<file path="config.mk">
export PLATFORM = sky130hd
export DESIGN_NAME = ttl_bus_capture
export DESIGN_NICKNAME = d
export VERILOG_FILES = /design/src/rtl/ttl_sync_fifo.sv /design/src/rtl/ttl_bus_capture.sv
export SDC_FILE = /design/constraint.sdc
export NUM_CORES = 1
export LEC_CHECK = 0
export CAP_MARGIN = 20
export CORE_MARGIN = 2
export CORE_UTILIZATION = 30
export DETAILED_ROUTE_END_ITERATION = 16
export PLACE_DENSITY = 0.59
export REMOVE_ABC_BUFFERS = 1
export SETUP_SLACK_MARGIN = 0.3
export SYNTH_ARGS = -nofsm -noshare
export SYNTH_HDL_FRONTEND = slang
export SYNTH_SLANG_ARGS = --single-unit
</file>
<file path="constraint.sdc">
create_clock -name clk -period 2.5 [get_ports clk]
set_input_delay 0.5 -clock clk [delete_from_list [all_inputs] [get_ports clk]]
set_output_delay 0.5 -clock clk [all_outputs]
set_load 0.03 [all_outputs]
</file>
<file path="src/rtl/ttl_sync_fifo.sv">
// ---------------------------------------------------------------------------
// TtlSyncFifo (module ttl_sync_fifo)
//
// Purpose:
//    Small single-clock first-word-fall-through FIFO used to queue words
//    captured off the remote TTL bus. The head word is presented
//    combinationally whenever the FIFO is non-empty. While the FIFO is empty
//    the output is forced to zero, so nothing stale is ever shown.
//
// Parameters:
//    DATA_W  width of each stored word
//    DEPTH   number of entries, power of two, at least 2
//
// Ports:
//    clk         single clock for all state
//    reset       synchronous active-high reset (pointers and level to 0)
//    push_i      write request; dropped when full unless pop_i is also high
//    pushData_i  word written on an accepted push
//    pop_i       read request; ignored while empty
//    popData_o   head word (zero while empty)
//    level_o     current occupancy, 0..DEPTH
//    full_o      occupancy equals DEPTH
//    empty_o     occupancy equals 0
// ---------------------------------------------------------------------------
module ttl_sync_fifo #(
   parameter int DATA_W = 8,
   parameter int DEPTH  = 4
) (
   input  logic                     clk,
   input  logic                     reset,
   input  logic                     push_i,
   input  logic [DATA_W-1:0]        pushData_i,
   input  logic                     pop_i,
   output logic [DATA_W-1:0]        popData_o,
   output logic [$clog2(DEPTH):0]   level_o,
   output logic                     full_o,
   output logic                     empty_o
);

   localparam int PTR_W = $clog2(DEPTH);
   localparam int LVL_W = PTR_W + 1;

   logic [DATA_W-1:0] mem_q [DEPTH];
   logic [PTR_W-1:0]  wrPtr_q;
   logic [PTR_W-1:0]  wrPtr_d;
   logic [PTR_W-1:0]  rdPtr_q;
   logic [PTR_W-1:0]  rdPtr_d;
   logic [LVL_W-1:0]  level_q;
   logic [LVL_W-1:0]  level_d;
   logic              pushOk;
   logic              popOk;

   // Status flags come straight from the occupancy counter. A push while full
   // is still accepted when a pop retires the head in the same cycle, because
   // the slot being written is the one being freed. A pop only counts when
   // there is something to pop.
   always_comb begin
      full_o  = (level_q == LVL_W'(DEPTH));
      empty_o = (level_q == '0);
      pushOk  = push_i && (!full_o || pop_i);
      popOk   = pop_i && !empty_o;
   end

   // Next-state for pointers and level. The pointers are exactly PTR_W bits
   // wide and DEPTH is a power of two, so the increments wrap modulo DEPTH on
   // their own. Level changes only when exactly one of push/pop is accepted.
   always_comb begin
      wrPtr_d = wrPtr_q;
      rdPtr_d = rdPtr_q;
      level_d = level_q;
      if (pushOk) begin
         wrPtr_d = wrPtr_q + PTR_W'(1);
      end
      if (popOk) begin
         rdPtr_d = rdPtr_q + PTR_W'(1);
      end
      if (pushOk && !popOk) begin
         level_d = level_q + LVL_W'(1);
      end else if (popOk && !pushOk) begin
         level_d = level_q - LVL_W'(1);
      end
   end

   // Control registers, cleared by the synchronous reset. Any words still in
   // the array become unreachable once the pointers and level return to 0.
   always_ff @(posedge clk) begin
      if (reset) begin
         wrPtr_q <= '0;
         rdPtr_q <= '0;
         level_q <= '0;
      end else begin
         wrPtr_q <= wrPtr_d;
         rdPtr_q <= rdPtr_d;
         level_q <= level_d;
      end
   end

   // Storage array. It is written only on an accepted push and needs no reset,
   // because the read side is gated by the empty flag.
   always_ff @(posedge clk) begin
      if (pushOk && !reset) begin
         mem_q[wrPtr_q] <= pushData_i;
      end
   end

   // First-word-fall-through read port: the head word is visible as soon as
   // it is written, and it reads as zero while nothing is queued.
   always_comb begin
      popData_o = empty_o ? '0 : mem_q[rdPtr_q];
      level_o   = level_q;
   end

endmodule

</file>
<file path="src/rtl/ttl_bus_capture.sv">
// ---------------------------------------------------------------------------
// TtlBusCapture (module ttl_bus_capture)
//
// Purpose:
//    Captures words from a remote tri-stated TTL bus whose driver is enabled
//    by the active-low, asynchronous strobe Gn. Each low window of Gn seen by
//    the synchronizer yields exactly one word: the last synchronized bus value
//    while the window was open. The word is queued in a FWFT FIFO on the
//    rising edge of the synchronized strobe.
//
// Parameters:
//    DATA_W    width of the captured bus
//    DEPTH     FIFO entries, power of two, at least 2
//    PULL_VAL  value a floating (z/x) bus bit resolves to in simulation
//
// Ports:
//    clk        single clock for all state
//    reset      synchronous active-high reset
//    Gn         asynchronous active-low drive enable of the remote driver
//    BUS        tri-stated data bus, may be z when not driven
//    out_data   FIFO head word (valid while out_valid is high)
//    out_valid  FIFO non-empty
//    out_ready  consumer accept; a pop happens when valid and ready are high
//    overflow   sticky flag, set when a capture was dropped on a full FIFO
//    level      current FIFO occupancy, 0..DEPTH
// ---------------------------------------------------------------------------
module ttl_bus_capture #(
   parameter int   DATA_W   = 8,
   parameter int   DEPTH    = 4,
   parameter logic PULL_VAL = 1'b1
) (
   input  logic                     clk,
   input  logic                     reset,
   input  logic                     Gn,
   input  logic [DATA_W-1:0]        BUS,
   output logic [DATA_W-1:0]        out_data,
   output logic                     out_valid,
   input  logic                     out_ready,
   output logic                     overflow,
   output logic [$clog2(DEPTH):0]   level
);

   logic [DATA_W-1:0] busRes;
   logic              gMeta_q;
   logic              gS_q;
   logic              gPrev_q;
   logic [DATA_W-1:0] busMeta_q;
   logic [DATA_W-1:0] busS_q;
   logic [DATA_W-1:0] hold_q;
   logic [DATA_W-1:0] hold_d;
   logic              overflow_q;
   logic              overflow_d;
   logic              rise;
   logic              popReq;
   logic              fifoFull;
   logic              fifoEmpty;

   // Floating-bus resolution. A bit that is neither a clean 0 nor a clean 1
   // (z when nobody drives, x on contention) is replaced by the pull value,
   // modelling the board pull resistor. On real silicon every bit is 0 or 1,
   // so this reduces to a plain pass-through.
   always_comb begin
      busRes = BUS;
      for (int i = 0; i < DATA_W; i++) begin
         if ((BUS[i] !== 1'b0) && (BUS[i] !== 1'b1)) begin
            busRes[i] = PULL_VAL;
         end
      end
   end

   // Two-flop synchronizers for the strobe and the bus, plus a registered copy
   // of the synchronized strobe for edge detection. The strobe path resets to
   // the idle (high) level and its previous copy does too, so releasing reset
   // can never look like a rising edge. Bus and strobe share the same delay,
   // which keeps the captured word aligned with the strobe that qualified it.
   always_ff @(posedge clk) begin
      if (reset) begin
         gMeta_q   <= 1'b1;
         gS_q      <= 1'b1;
         gPrev_q   <= 1'b1;
         busMeta_q <= '0;
         busS_q    <= '0;
      end else begin
         gMeta_q   <= Gn;
         gS_q      <= gMeta_q;
         gPrev_q   <= gS_q;
         busMeta_q <= busRes;
         busS_q    <= busS_q == busS_q ? busMeta_q : busMeta_q;
      end
   end

   // The hold register tracks the synchronized bus for as long as the
   // synchronized strobe is low and freezes once it goes high. A long window
   // therefore keeps the last value seen before the strobe rose. The rise
   // event pushes that frozen value exactly once per window. Overflow is
   // sticky: it records a rise that met a full FIFO with no pop freeing a
   // slot in the same cycle, and only reset clears it.
   always_comb begin
      rise       = gS_q && !gPrev_q;
      popReq     = out_ready && !fifoEmpty;
      hold_d     = gS_q ? hold_q : busS_q;
      overflow_d = overflow_q || (rise && fifoFull && !popReq);
   end

   // Capture and flag registers, cleared by the synchronous reset so that a
   // window open at reset time is discarded.
   always_ff @(posedge clk) begin
      if (reset) begin
         hold_q     <= '0;
         overflow_q <= 1'b0;
      end else begin
         hold_q     <= hold_d;
         overflow_q <= overflow_d;
      end
   end

   // Output queue. The rise event writes the hold register, so a word reaches
   // the head two clocks after the edge that first samples Gn high.
   ttl_sync_fifo #(
      .DATA_W (DATA_W),
      .DEPTH  (DEPTH)
   ) u_fifo (
      .clk        (clk),
      .reset      (reset),
      .push_i     (rise),
      .pushData_i (hold_q),
      .pop_i      (popReq),
      .popData_o  (out_data),
      .level_o    (level),
      .full_o     (fifoFull),
      .empty_o    (fifoEmpty)
   );

   // Remaining outputs are direct views of internal state.
   always_comb begin
      out_valid = !fifoEmpty;
      overflow  = overflow_q;
   end

endmodule
</file>
==> reports/qor.csv, run 1 <==
stage;metric;value;unit
die;die area;0.009153;sq mm
finish;Reg area;0.001705;sq mm
run_status;status;complete, no violations;
routing;Iter 0 DRT Violations;34;
die;Row Count;33;
power_and_ir_drop;Pint;2.062;mW
die;Top Ports;25;
global_route;met2 Use GR;14.86;%
synthesis;area leader, netlist;edfxtp_1;
finish;post-layout util;38.32;%
global_route;first-pass GRT wire length;6175;um
clocking;Worst-Skew Late Latency;0.34;ns
place;gpl congestion;0.7099;
place;I/O Buffers;24;
clocking;Hold Buf Count CTS;0;
sta;Fin. Hold Viols;0;
synthesis;Synth Register Bits;69;
routing;routed len/inst;11.66;um
synthesis;Post-synth EDFFs;32;
critical_path;R2R Setup Slk;0.46;ns
sta;worst clock skew;0.005466;ns
synthesis;proportion of synthesized area in mux cells;11.71;%
critical_path;WS Path Type;flop to output pin;
power_and_ir_drop;Seq pwr share;43.7;%
global_route;GR Util All Layers;9.585;%
synthesis;main combinational cell family by area after synthesis;simple AND/OR/NAND/NOR gates;
finish;area grow syn2layout;24.27;%
clocking;clock slew at reported path FFs;0.07;ns
sta;Achievable Freq;468.5;MHz
finish;fillers;788;
clocking;cts bufs inserted;9;
place;dpl hpwl;2447;um
critical_path;startpoint class of the critical path;flop;
critical_path;WP data required;2.00;ns
critical_path;crit-path max FO;8;
synthesis;YS warnings;0;
clocking;clk root buf;clkbuf_8;
synthesis;register area share after synthesis;67.49;%
routing;Post-DRT Antenna Nets;0;
sta;Final period util;85.38;%
routing;final wirelength;3732;um
finish;proportion of layout cells with a drive suffix above 1;24.19;%
power_and_ir_drop;Sw Share;30.68;%
synthesis;adder-cell area share of the yosys netlist;3.275;%
critical_path;cells along the critical path;buf_12, mux4_2, nor2b_1, buf_4;
global_route;met3 GRT Util;4.032;%
critical_path;CP peak stage delay;0.51;ns
power_and_ir_drop;clock network fraction of total power;29.8;%
die;die height;95.67;um
die;core area;0.008175;sq mm
min_path;Hold Path Class;flop to flop;
global_route;met1 Use GR;11.01;%
clocking;clk buf depth;2;
routing;vias per cell;4.022;
global_route;grt total ovfl;0;
global_route;largest net degree at the start of global routing;39;
power_and_ir_drop;P per Cell Area;949.7;mW/mm^2
finish;nets;228;
critical_path;Critical Path Sink Type;output pin;
synthesis;Synth Area in Simple Gates;12.90;%
synthesis;Gate Count Post-Synth;172;
routing;TritonRoute pass-1 iters;4;
synthesis;Netlist cell types;27;
clocking;htree depth;3;
die;Starting Density;30.84;%
sta;Slew Limit Fails;0;
power_and_ir_drop;VDD IR-drop max;0.0002790;V
place;dpl cell area;0.002950;sq mm
finish;diode count;0;
synthesis;post-synth top area share;38.11;%
routing;routed vias;1287;
global_route;antenna violations before repair;0;
clocking;CTS tree;yes;
global_route;GRT Max-Usage Layer;met2;
synthesis;Main synth FF type;dfxtp_1;
synthesis;post-synthesis compound-gate area fraction;1.340;%
sta;final setup violation count;0;
power_and_ir_drop;total power;2.975;mW
synthesis;Syn Area/Cell;14.66;sq um
synthesis;main area contributors after synthesis;edfxtp_1 38%, dfxtp_1 29%, mux4_2 7.1%, nor2b_1 6.0%, mux2i_1 4.0%;
sta;Slew HR;73.56;%
power_and_ir_drop;leakage power;1.194;nW
die;Die Wd;95.67;um
synthesis;asr flop ratio synth;0;%
synthesis;Post-Synth XOR/XNOR Area;1.042;%
global_route;number of global-route vias before repair;1283;
synthesis;most common cell in the netlist;dfxtp_1;
sta;slew of the pin with the lowest slew margin;0.3961;ns
synthesis;mapped cell area;0.002521;sq mm
critical_path;crit path DAT;1.63;ns
synthesis;Synth top cells by count;37 x dfxtp_1, 32 x edfxtp_1, 24 x nor2b_1;
finish;Multi-input gate area;768.2;sq um
power_and_ir_drop;power share of the combinational group;26.6;%
power_and_ir_drop;P_sw;0.9129;mW
critical_path;Slowest-stage cell, CP;mux4_2;
run;Max Cap Viol;0;
routing;DRC viols;0;
clocking;Num Clock Sinks;69;
finish;post-route cell area;0.003133;sq mm
sta;unrepaired setup endpoints after global routing;true;
sta;crit path time final;2.135;ns
==> kinds of logic (layout without fill, tap and decap cells) <==
kind of cell    count (synthesis)  after routing
mux                            19             19
buf+inv                        13             56
compound gates                  6              6
xor+xnor                        3              3
fa+ha+maj                       6              6
simple gates                   56             56
flops                          69             69
==> state kept, by name, summed over array words and instances (netlist names), named ones only <==
register        flops
busMeta_q           8
busS_q              8
gMeta_q             1
gPrev_q             1
gS_q                1
hold_q              8
overflow            1
u_fifo.level_o      3
u_fifo.mem_q       32
u_fifo.rdPtr_q      2
u_fifo.wrPtr_q      2
==> routing by layer <==
layer,wire length (um),up-vias
li1,-,668
met1,1684,581
met2,1752,28
met3,202,10
met4,93,0
met5,0,-
==> metrics by stage <==
| step | hold slack (ns) | worst slack [ns] | std cells | TNS, ns |
|---|---|---|---|---|
| 4_1_cts | 0.4087 | 0.2985 | 320 | 0 |
| 5_1_grt | 0.4215 | 0.2807 | 320 | 0 |
| 6_report | 0.4086 | 0.3654 | 320 | 0 |
| 3_5_place_dp | 0.3923 | -0.09930 | 304 | -0.09930 |
| 2_1_floorplan | 0.3895 | 0.3208 | 164 | 0 |
| 3_3_place_gp | 0.3907 | 0.03075 | 304 | 0 |
==> critical path: cells and delay by family (launching register included) <==
family	cells	cell delay, ns
mux	1	0.51
flops	1	0.34
buf+inv	2	0.30
simple gates	1	0.15
==> power groups by stage <==
| stage | registers [mW] | logic [mW] | clock network [mW] |
|---|---|---|---|
| global route | 1.31 | 0.864 | 0.985 |
| detailed placement | 1.32 | 0.860 | 0 |
| global placement | 1.32 | 0.846 | 0 |
| floorplan | 1.36 | 0.450 | 0 |
| finish | 1.30 | 0.790 | 0.886 |
| CTS | 1.30 | 0.782 | 0.913 |
==> worst paths after layout <==
path                      from           endpoint  cells after the start
max                       flop        out_data[4]                      4
max reg2reg  u_fifo.level_o[1]  u_fifo.level_o[2]                      7
min                    gMeta_q               gS_q                      1
min reg2reg            gMeta_q               gS_q                      1
==> layout by cell type (no fill, tap or decap), types with 3 or more instances in the layout <==
master and n:
dfxtp_2 3, clkdlybuf4s50_1 14, clkbuf_8 9, buf_2 4
inv_1 5, nand2b_1 3, mux2i_1 10, nor2_1 15
nor2b_1 24, buf_4 14, ha_1 5, dfxtp_1 34
xor2_1 3, edfxtp_1 32, mux4_2 8, or2_2 3
and2_1 4
==> final cells by class <==
| cell class | count | area share [%] |
|---|---|---|
| clock inverter | 4 | 0.9185 |
| sequential | 69 | 54.43 |
| clock buffer | 12 | 5.671 |
| timing repair buffer | 35 | 9.665 |
| multi-input combinational | 90 | 24.52 |
| tap | 105 | 4.193 |
| inverter | 5 | 0.5990 |
==> repair_timing <==
item | 4_1_cts | 5_1_grt
setup endpoints to repair | 10 | 9
gates resized for setup | 44 | 10
buffers inserted | 0 | 0
(Power assumes the default switching activity.)
==> run 2, diff against run 1 <==
Settings changed: PLACE_DENSITY 0.59 to 0.46.
==> run 2 against run 1 <==
  * Combinational power about the same
  * Highest routed layer unchanged
  * Critical path depth unchanged
  * Non-clock buffer count unchanged
  * Critical path type unchanged
  * Via count increased by 4.8%
  * Sequential power about the same
  * Largest cell class unchanged
==> reports/qor.csv, run 2 (synthesized netlist as in run 1, its figures left out) <==
stage;metric;value;unit;change
sta;slew of the pin with the lowest slew margin;0.4177;ns;was 0.3961 ns
power_and_ir_drop;P per Cell Area;965.8;mW/mm^2;was 949.7 mW/mm^2
power_and_ir_drop;leakage power;1.201;nW;was 1.194 nW
clocking;clk buf depth;2;;unchanged
place;pre-CTS setup slack;-0.1193;ns;was -0.09930 ns
sta;Fin. Hold Viols;0;;unchanged
global_route;number of global-route vias before repair;1378;;was 1,283
sta;unrepaired setup endpoints after global routing;true;;unchanged
power_and_ir_drop;VDD IR-drop max;0.0003467;V;was 0.0002790 V
sta;final setup violation count;0;;unchanged
global_route;largest net degree at the start of global routing;39;;unchanged
sta;Setup TNS;0;ns;unchanged
clocking;Num Clock Sinks;69;;unchanged
finish;proportion of layout cells with a drive suffix above 1;24.65;%;was 24.19%
finish;diode count;0;;unchanged
finish;nets;228;;unchanged
clocking;CTS tree;yes;;unchanged
clocking;Hold Buf Count CTS;0;;unchanged
power_and_ir_drop;P_sw;0.9751;mW;was 0.9129 mW
global_route;GR Util All Layers;10.69;%;was 9.585%
clocking;clk root buf;clkbuf_8;;unchanged
finish;max FFs per register;32;;unchanged
power_and_ir_drop;Pint;2.054;mW;was 2.062 mW
sta;Slew HR;72.11;%;was 73.56%
die;Die Wd;95.67;um;unchanged
critical_path;startpoint class of the critical path;flop;;unchanged
power_and_ir_drop;Sw Share;32.19;%;was 30.68%
place;dpl hpwl;2821;um;was 2447 um
die;die height;95.67;um;unchanged
clocking;htree depth;3;;unchanged
routing;vias per cell;4.216;;was 4.022
global_route;antenna violations before repair;0;;unchanged
die;Top Ports;25;;unchanged
critical_path;crit path DAT;1.64;ns;was 1.63 ns
finish;largest register by flop count;u_fifo.mem_q;;unchanged
die;die area;0.009153;sq mm;unchanged
clocking;Setup Buffers After CTS;0;;unchanged
sta;Final period util;85.80;%;was 85.38%
power_and_ir_drop;Seq pwr share;43.1;%;was 43.7%
power_and_ir_drop;total power;3.029;mW;was 2.975 mW
clocking;post-cts sizing count;45;;was 44
power_and_ir_drop;power share of the combinational group;26.2;%;was 26.6%
critical_path;cells along the critical path;buf_12, mux4_2, nor2b_1, buf_4;;unchanged
routing;routed len/inst;12.92;um;was 11.66 um
place;gpl congestion;0.6735;;was 0.7099
place;I/O Buffers;24;;unchanged
run_status;status;complete, no violations;;unchanged
clocking;cts bufs inserted;9;;unchanged
critical_path;Slowest-stage cell, CP;mux4_2;;unchanged
global_route;first-pass GRT wire length;7003;um;was 6175 um
power_and_ir_drop;clock network fraction of total power;30.7;%;was 29.8%
die;core area;0.008175;sq mm;unchanged
critical_path;Crit path max-delay family;multiplexers;;unchanged
min_path;Hold Path Class;flop to flop;;unchanged
sta;worst clock skew;0.01036;ns;was 0.005466 ns
critical_path;Critical Path Sink Type;output pin;;unchanged
finish;most common cell after layout, fill and taps aside;dfxtp_1;;unchanged
finish;most frequent cells in the layout;34 x dfxtp_1, 32 x edfxtp_1, 24 x nor2b_1, 15 x nor2_1, 14 x clkdlybuf4s50_1;;was 34 x dfxtp_1, 32 x edfxtp_1, 24 x nor2b_1, 15 x nor2_1
routing;TritonRoute pass-1 iters;3;;was 4
critical_path;WP buf/inv;2;;unchanged
sta;Worst Setup Slack, final;0.3551;ns;was 0.3654 ns
critical_path;CP peak stage delay;0.50;ns;was 0.51 ns
sta;Slew Limit Fails;0;;unchanged
die;Starting Density;30.84;%;unchanged
die;Row Count;33;;unchanged
critical_path;crit-path max FO;8;;unchanged
sta;crit path time final;2.145;ns;was 2.135 ns
routing;routed vias;1349;;was 1,287
clocking;clock slew at reported path FFs;0.08;ns;was 0.07 ns
sta;Achievable Freq;466.2;MHz;was 468.5 MHz
routing;Post-DRT Antenna Nets;0;;unchanged
clocking;Worst-Skew Late Latency;0.35;ns;was 0.34 ns
routing;Iter 0 DRT Violations;71;;was 34
run;Max Cap Viol;0;;unchanged
finish;area grow syn2layout;24.42;%;was 24.27%
global_route;grt total ovfl;0;;unchanged
routing;DRC viols;0;;unchanged
critical_path;WS Path Type;flop to output pin;;unchanged
critical_path;WP data required;2.00;ns;about the same
routing;final wirelength;4133;um;was 3732 um
[run 2: cell count changes in the layout (fill, tap and decap cells not counted), sizes merged]
cell,delta
clkinv,+1
clkbuf,-3
bufinv,+1
clkinvlp,-2
inv,+3
[run 2: cell type report]
type	count	area (sq um)
fillers	804	5039
flip-flops and latches	69	1705
multi-input cells	90	777.0
repair buffers	35	297.8
well taps	105	131.4
clock buffers	9	123.9
clock inverters	7	82.58
inverters	5	18.77
[run 2: path summary, 6_finish.rpt]
path | slack [ns] | from | end | cells past startpoint
max reg2reg | 0.47 | u_fifo.level_o[1] | u_fifo.level_o[2] | 7
min | 0.42 | gMeta_q | gS_q | 1
min reg2reg | 0.42 | gMeta_q | gS_q | 1
max | 0.36 | flop | out_data[2] | 4
[run 2: routing by layer]
layer,wire (um),track usage [%]
met5,0,0
met3,168,3.162
met1,1934,13.18
met2,1935,16.49
met4,95,6.429
[run 2: through the flow]
stage	hold WS, ns	area (sq um)	util, %	instances
after floorplan	0.3895	2484	-	164
after global placement	0.4048	2950	36.09	304
after detailed placement	0.4020	2950	36.09	304
after CTS	0.4213	3118	38.14	320
after global routing	0.4389	3137	38.37	320
final	0.4177	3137	38.37	320
[run 2: power by group through the flow]
stage / Sequential, mW / Combinational (mW) / Clock (mW)
detailed placement: 1.32 / 0.871 / 0
global placement: 1.31 / 0.855 / 0
CTS: 1.30 / 0.794 / 0.964
finish: 1.31 / 0.793 / 0.931
floorplan: 1.36 / 0.450 / 0
global route: 1.32 / 0.867 / 1.01
==> run 3, diff against run 2 <==
Settings changed: ABC_AREA set to 1.
==> run 3 against run 2 <==
  * Synthesized cell count is 51% higher
  * Critical path type unchanged
  * Non-clock buffer count grew 2
  * Largest power group unchanged
  * Clock skew shrank 0.0013 ns
  * Register-to-register slack gained 0.08 ns
  * Setup slack improved by 0.041 ns
  * Via count grew 24%
  * Flip-flop and latch count unchanged
  * Final cell count up 29%
  * Sequential share of layout area shrank 2.1 points
  * Die area rose by 3.6%
  * Sequential power about the same
  * Utilization down 0.38 points
==> reports/qor.csv, run 3 <==
stage;metric;value;unit;change
routing;Post-DRT Antenna Nets;0;;unchanged
synthesis;most common cell in the netlist;nor2_1;;was dfxtp_1
die;Row Count;34;;was 33
run;Max Cap Viol;0;;unchanged
clocking;clock slew at reported path FFs;0.07;ns;was 0.08 ns
die;Die Wd;97.37;um;was 95.67 um
finish;max FFs per register;32;;unchanged
sta;Fin. Hold Viols;0;;unchanged
finish;area grow syn2layout;24.83;%;was 24.42%
sta;worst hold margin;0.4023;ns;was 0.4177 ns
sta;worst clock skew;0.009028;ns;was 0.01036 ns
synthesis;Post-Synth XOR/XNOR Area;0.3349;%;was 1.042%
critical_path;WP data required;2.00;ns;about the same
sta;Achievable Freq;475.2;MHz;was 466.2 MHz
power_and_ir_drop;P per Cell Area;1017;mW/mm^2;was 965.8 mW/mm^2
routing;TritonRoute pass-1 iters;4;;was 3
die;core area;0.008593;sq mm;was 0.008175 sq mm
critical_path;crit-path max FO;5;;was 8
die;Starting Density;30.43;%;was 30.84%
finish;Reg area;0.001705;sq mm;unchanged
synthesis;main area contributors after synthesis;edfxtp_1 37%, dfxtp_1 28%, nor2_1 11%, inv_1 4.9%, o21ai_0 3.3%;;was edfxtp_1 38%, dfxtp_1 29%, mux4_2 7.1%, nor2b_1 6.0%, mux2i_1 4.0%
clocking;clk buf depth;2;;unchanged
critical_path;Critical Path Sink Type;output pin;;unchanged
synthesis;Syn Area/Cell;10.06;sq um;was 14.66 sq um
place;I/O Buffers;24;;unchanged
place;dpl hpwl;2975;um;was 2821 um
finish;fillers;868;;was 804
sta;Setup TNS;0;ns;unchanged
place;Cells after DPL;396;;was 304
finish;largest register by flop count;u_fifo.mem_q;;unchanged
clocking;Worst-Skew Late Latency;0.33;ns;was 0.35 ns
synthesis;asr flop ratio synth;0;%;unchanged
routing;routed vias;1672;;was 1,349
synthesis;Post-synth EDFFs;32;;unchanged
finish;diode count;0;;unchanged
place;gpl congestion;0.7110;;was 0.6735
finish;nets;319;;was 228
synthesis;Synth top cells by count;75 x nor2_1, 37 x dfxtp_1, 34 x inv_1;;was 37 x dfxtp_1, 32 x edfxtp_1, 24 x nor2b_1
sta;Final period util;84.17;%;was 85.80%
synthesis;adder-cell area share of the yosys netlist;3.158;%;was 3.275%
die;die area;0.009480;sq mm;was 0.009153 sq mm
synthesis;Synth Register Bits;69;;unchanged
routing;Iter 0 DRT Violations;80;;was 71
synthesis;register area share after synthesis;65.07;%;was 67.49%
global_route;first-pass GRT wire length;7534;um;was 7003 um
sta;crit path time final;2.104;ns;was 2.145 ns
clocking;CTS tree;yes;;unchanged
run_status;status;complete, no violations;;unchanged
critical_path;startpoint class of the critical path;flop;;unchanged
critical_path;WS Path Type;flop to output pin;;unchanged
routing;DRC viols;0;;unchanged
finish;proportion of layout cells with a drive suffix above 1;16.67;%;was 24.65%
synthesis;Main synth FF type;dfxtp_1;;unchanged
synthesis;proportion of synthesized area in mux cells;0;%;was 11.71%
global_route;antenna violations before repair;0;;unchanged
critical_path;CP peak stage delay;0.37;ns;was 0.50 ns
clocking;htree depth;3;;unchanged
critical_path;Slowest-stage cell, CP;dfxtp_2;;was mux4_2
global_route;GR Util All Layers;10.28;%;was 10.69%
critical_path;cells along the critical path;inv_1, nand2_2, clkinvlp_4, buf_4, a21oi_1, buf_2;;was buf_12, mux4_2, nor2b_1, buf_4
sta;unrepaired setup endpoints after global routing;true;;unchanged
clocking;cts bufs inserted;9;;unchanged
synthesis;post-synth top area share;36.75;%;was 38.11%
global_route;grt total ovfl;0;;unchanged
finish;most frequent cells in the layout;75 x nor2_1, 34 x dfxtp_1, 33 x inv_1, 32 x edfxtp_1, 17 x o21ai_0;;was 34 x dfxtp_1, 32 x edfxtp_1, 24 x nor2b_1, 15 x nor2_1, 14 x clkdlybuf4s50_1
finish;post-layout util;37.99;%;was 38.37%
synthesis;Netlist cell types;26;;was 27
sta;Slew HR;78.69;%;was 72.11%
synthesis;post-synthesis compound-gate area fraction;7.608;%;was 1.340%
synthesis;main combinational cell family by area after synthesis;simple AND/OR/NAND/NOR gates;;unchanged
routing;vias per cell;4.039;;was 4.216
critical_path;R2R Setup Slk;0.55;ns;was 0.47 ns
min_path;Hold Path Class;flop to flop;;unchanged
synthesis;YS warnings;0;;unchanged
finish;most common cell after layout, fill and taps aside;nor2_1;;was dfxtp_1
sta;slew of the pin with the lowest slew margin;0.3193;ns;was 0.4177 ns
routing;final wirelength;4425;um;was 4133 um
clocking;Num Clock Sinks;69;;unchanged
die;Top Ports;25;;unchanged
finish;Multi-input gate area;732.0;sq um;was 777.0 sq um
power_and_ir_drop;leakage power;1.301;nW;was 1.201 nW
routing;routed len/inst;10.69;um;was 12.92 um
power_and_ir_drop;VDD IR-drop max;0.0003202;V;was 0.0003467 V
sta;Slew Limit Fails;0;;unchanged
synthesis;Gate Count Post-Synth;260;;was 172
synthesis;Synth Area in Simple Gates;16.89;%;was 12.90%
critical_path;crit path DAT;1.60;ns;was 1.64 ns
sta;final setup violation count;0;;unchanged
die;die height;97.37;um;was 95.67 um
global_route;number of global-route vias before repair;1569;;was 1,378
finish;Cell Count, Final, Fillers Out;414;;was 320
global_route;largest net degree at the start of global routing;24;;was 39
synthesis;area leader, netlist;edfxtp_1;;unchanged
synthesis;mapped cell area;0.002615;sq mm;was 0.002521 sq mm
clocking;clk root buf;clkbuf_8;;unchanged
run 3: changes by cell type in the layout (fill, tap and decap cells not counted), sizes merged, moves of 12 or more:
cell / before / now
nor2b: 24 / 0
nor2: 16 / 77
a21oi: 2 / 14
nand2: 1 / 14
o21ai: 2 / 25
inv: 8 / 35
run 3: path summary, 6_finish.rpt:
kind | depth (start not counted) | from | to
min | 2 | busMeta_q[6] | busS_q[6]
min reg2reg | 2 | busMeta_q[6] | busS_q[6]
max | 6 | u_fifo.level_o[2] | out_data[3]
max reg2reg | 12 | gS_q | u_fifo.level_o[2]
run 3: where the power goes:
group          internal [mW]  switching, mW  leakage, nW  total (mW)
combinational          0.354          0.600        0.588       0.955
sequential              1.25         0.0620        0.598        1.31
clock                  0.657          0.399        0.115        1.06
total                   2.26           1.06         1.30        3.32
run 3: critical path, delay by kind of cell (launching register included):
family                 cells  cell delay, ns
AOI/OAI and AO/OA          1            0.13
buffers and inverters      4            0.62
DFF                        1            0.37
and+or+nand+nor            1            0.15
run 3: cell families (layout without fill, tap and decap cells):
kind of cell / after synthesis / count (layout)
simple gates: 102 / 102
compound gates: 39 / 39
buf+inv: 43 / 89
xor+xnor: 1 / 1
flops: 69 / 69
fa+ha+maj: 6 / 6
run 3: cell type report:
class / instances / area share, %
clock inverters: 7 / 3.488
inverters: 36 / 4.331
well taps: 108 / 4.140
clock buffers: 9 / 3.795
repair buffers: 37 / 9.582
multi-input cells: 148 / 22.42
flip-flops and latches: 69 / 52.24
run 3: repair_timing:
action / 4_1_cts / 5_1_grt
hold buffers: 0 / 0
endpoints found under the setup margin: 9 / 2
setup buffers: 0 / 2
gates resized for setup: 46 / 1
gates cloned: 0 / 0
run 3: layer usage:
layer / vias to the layer above / part of all wire, % / track usage [%]
met3: 7 / 4.0 / 2.806
met1: 721 / 47 / 12.25
li1: 911 / - / -
met2: 33 / 48 / 17.24
met4: 0 / 1.8 / 4.808
met5: - / 0 / 0
run 3: stage by stage:
step / cell area [sq um] / total power, mW / setup slack (ns)
detailed placement: 3029 / 2.306 / 0.1279
global placement: 3029 / 2.304 / 0.1752
finish: 3264 / 3.320 / 0.3958
global route: 3264 / 3.518 / 0.2972
CTS: 3247 / 3.340 / 0.3060
floorplan: 2571 / 1.909 / 0.4490
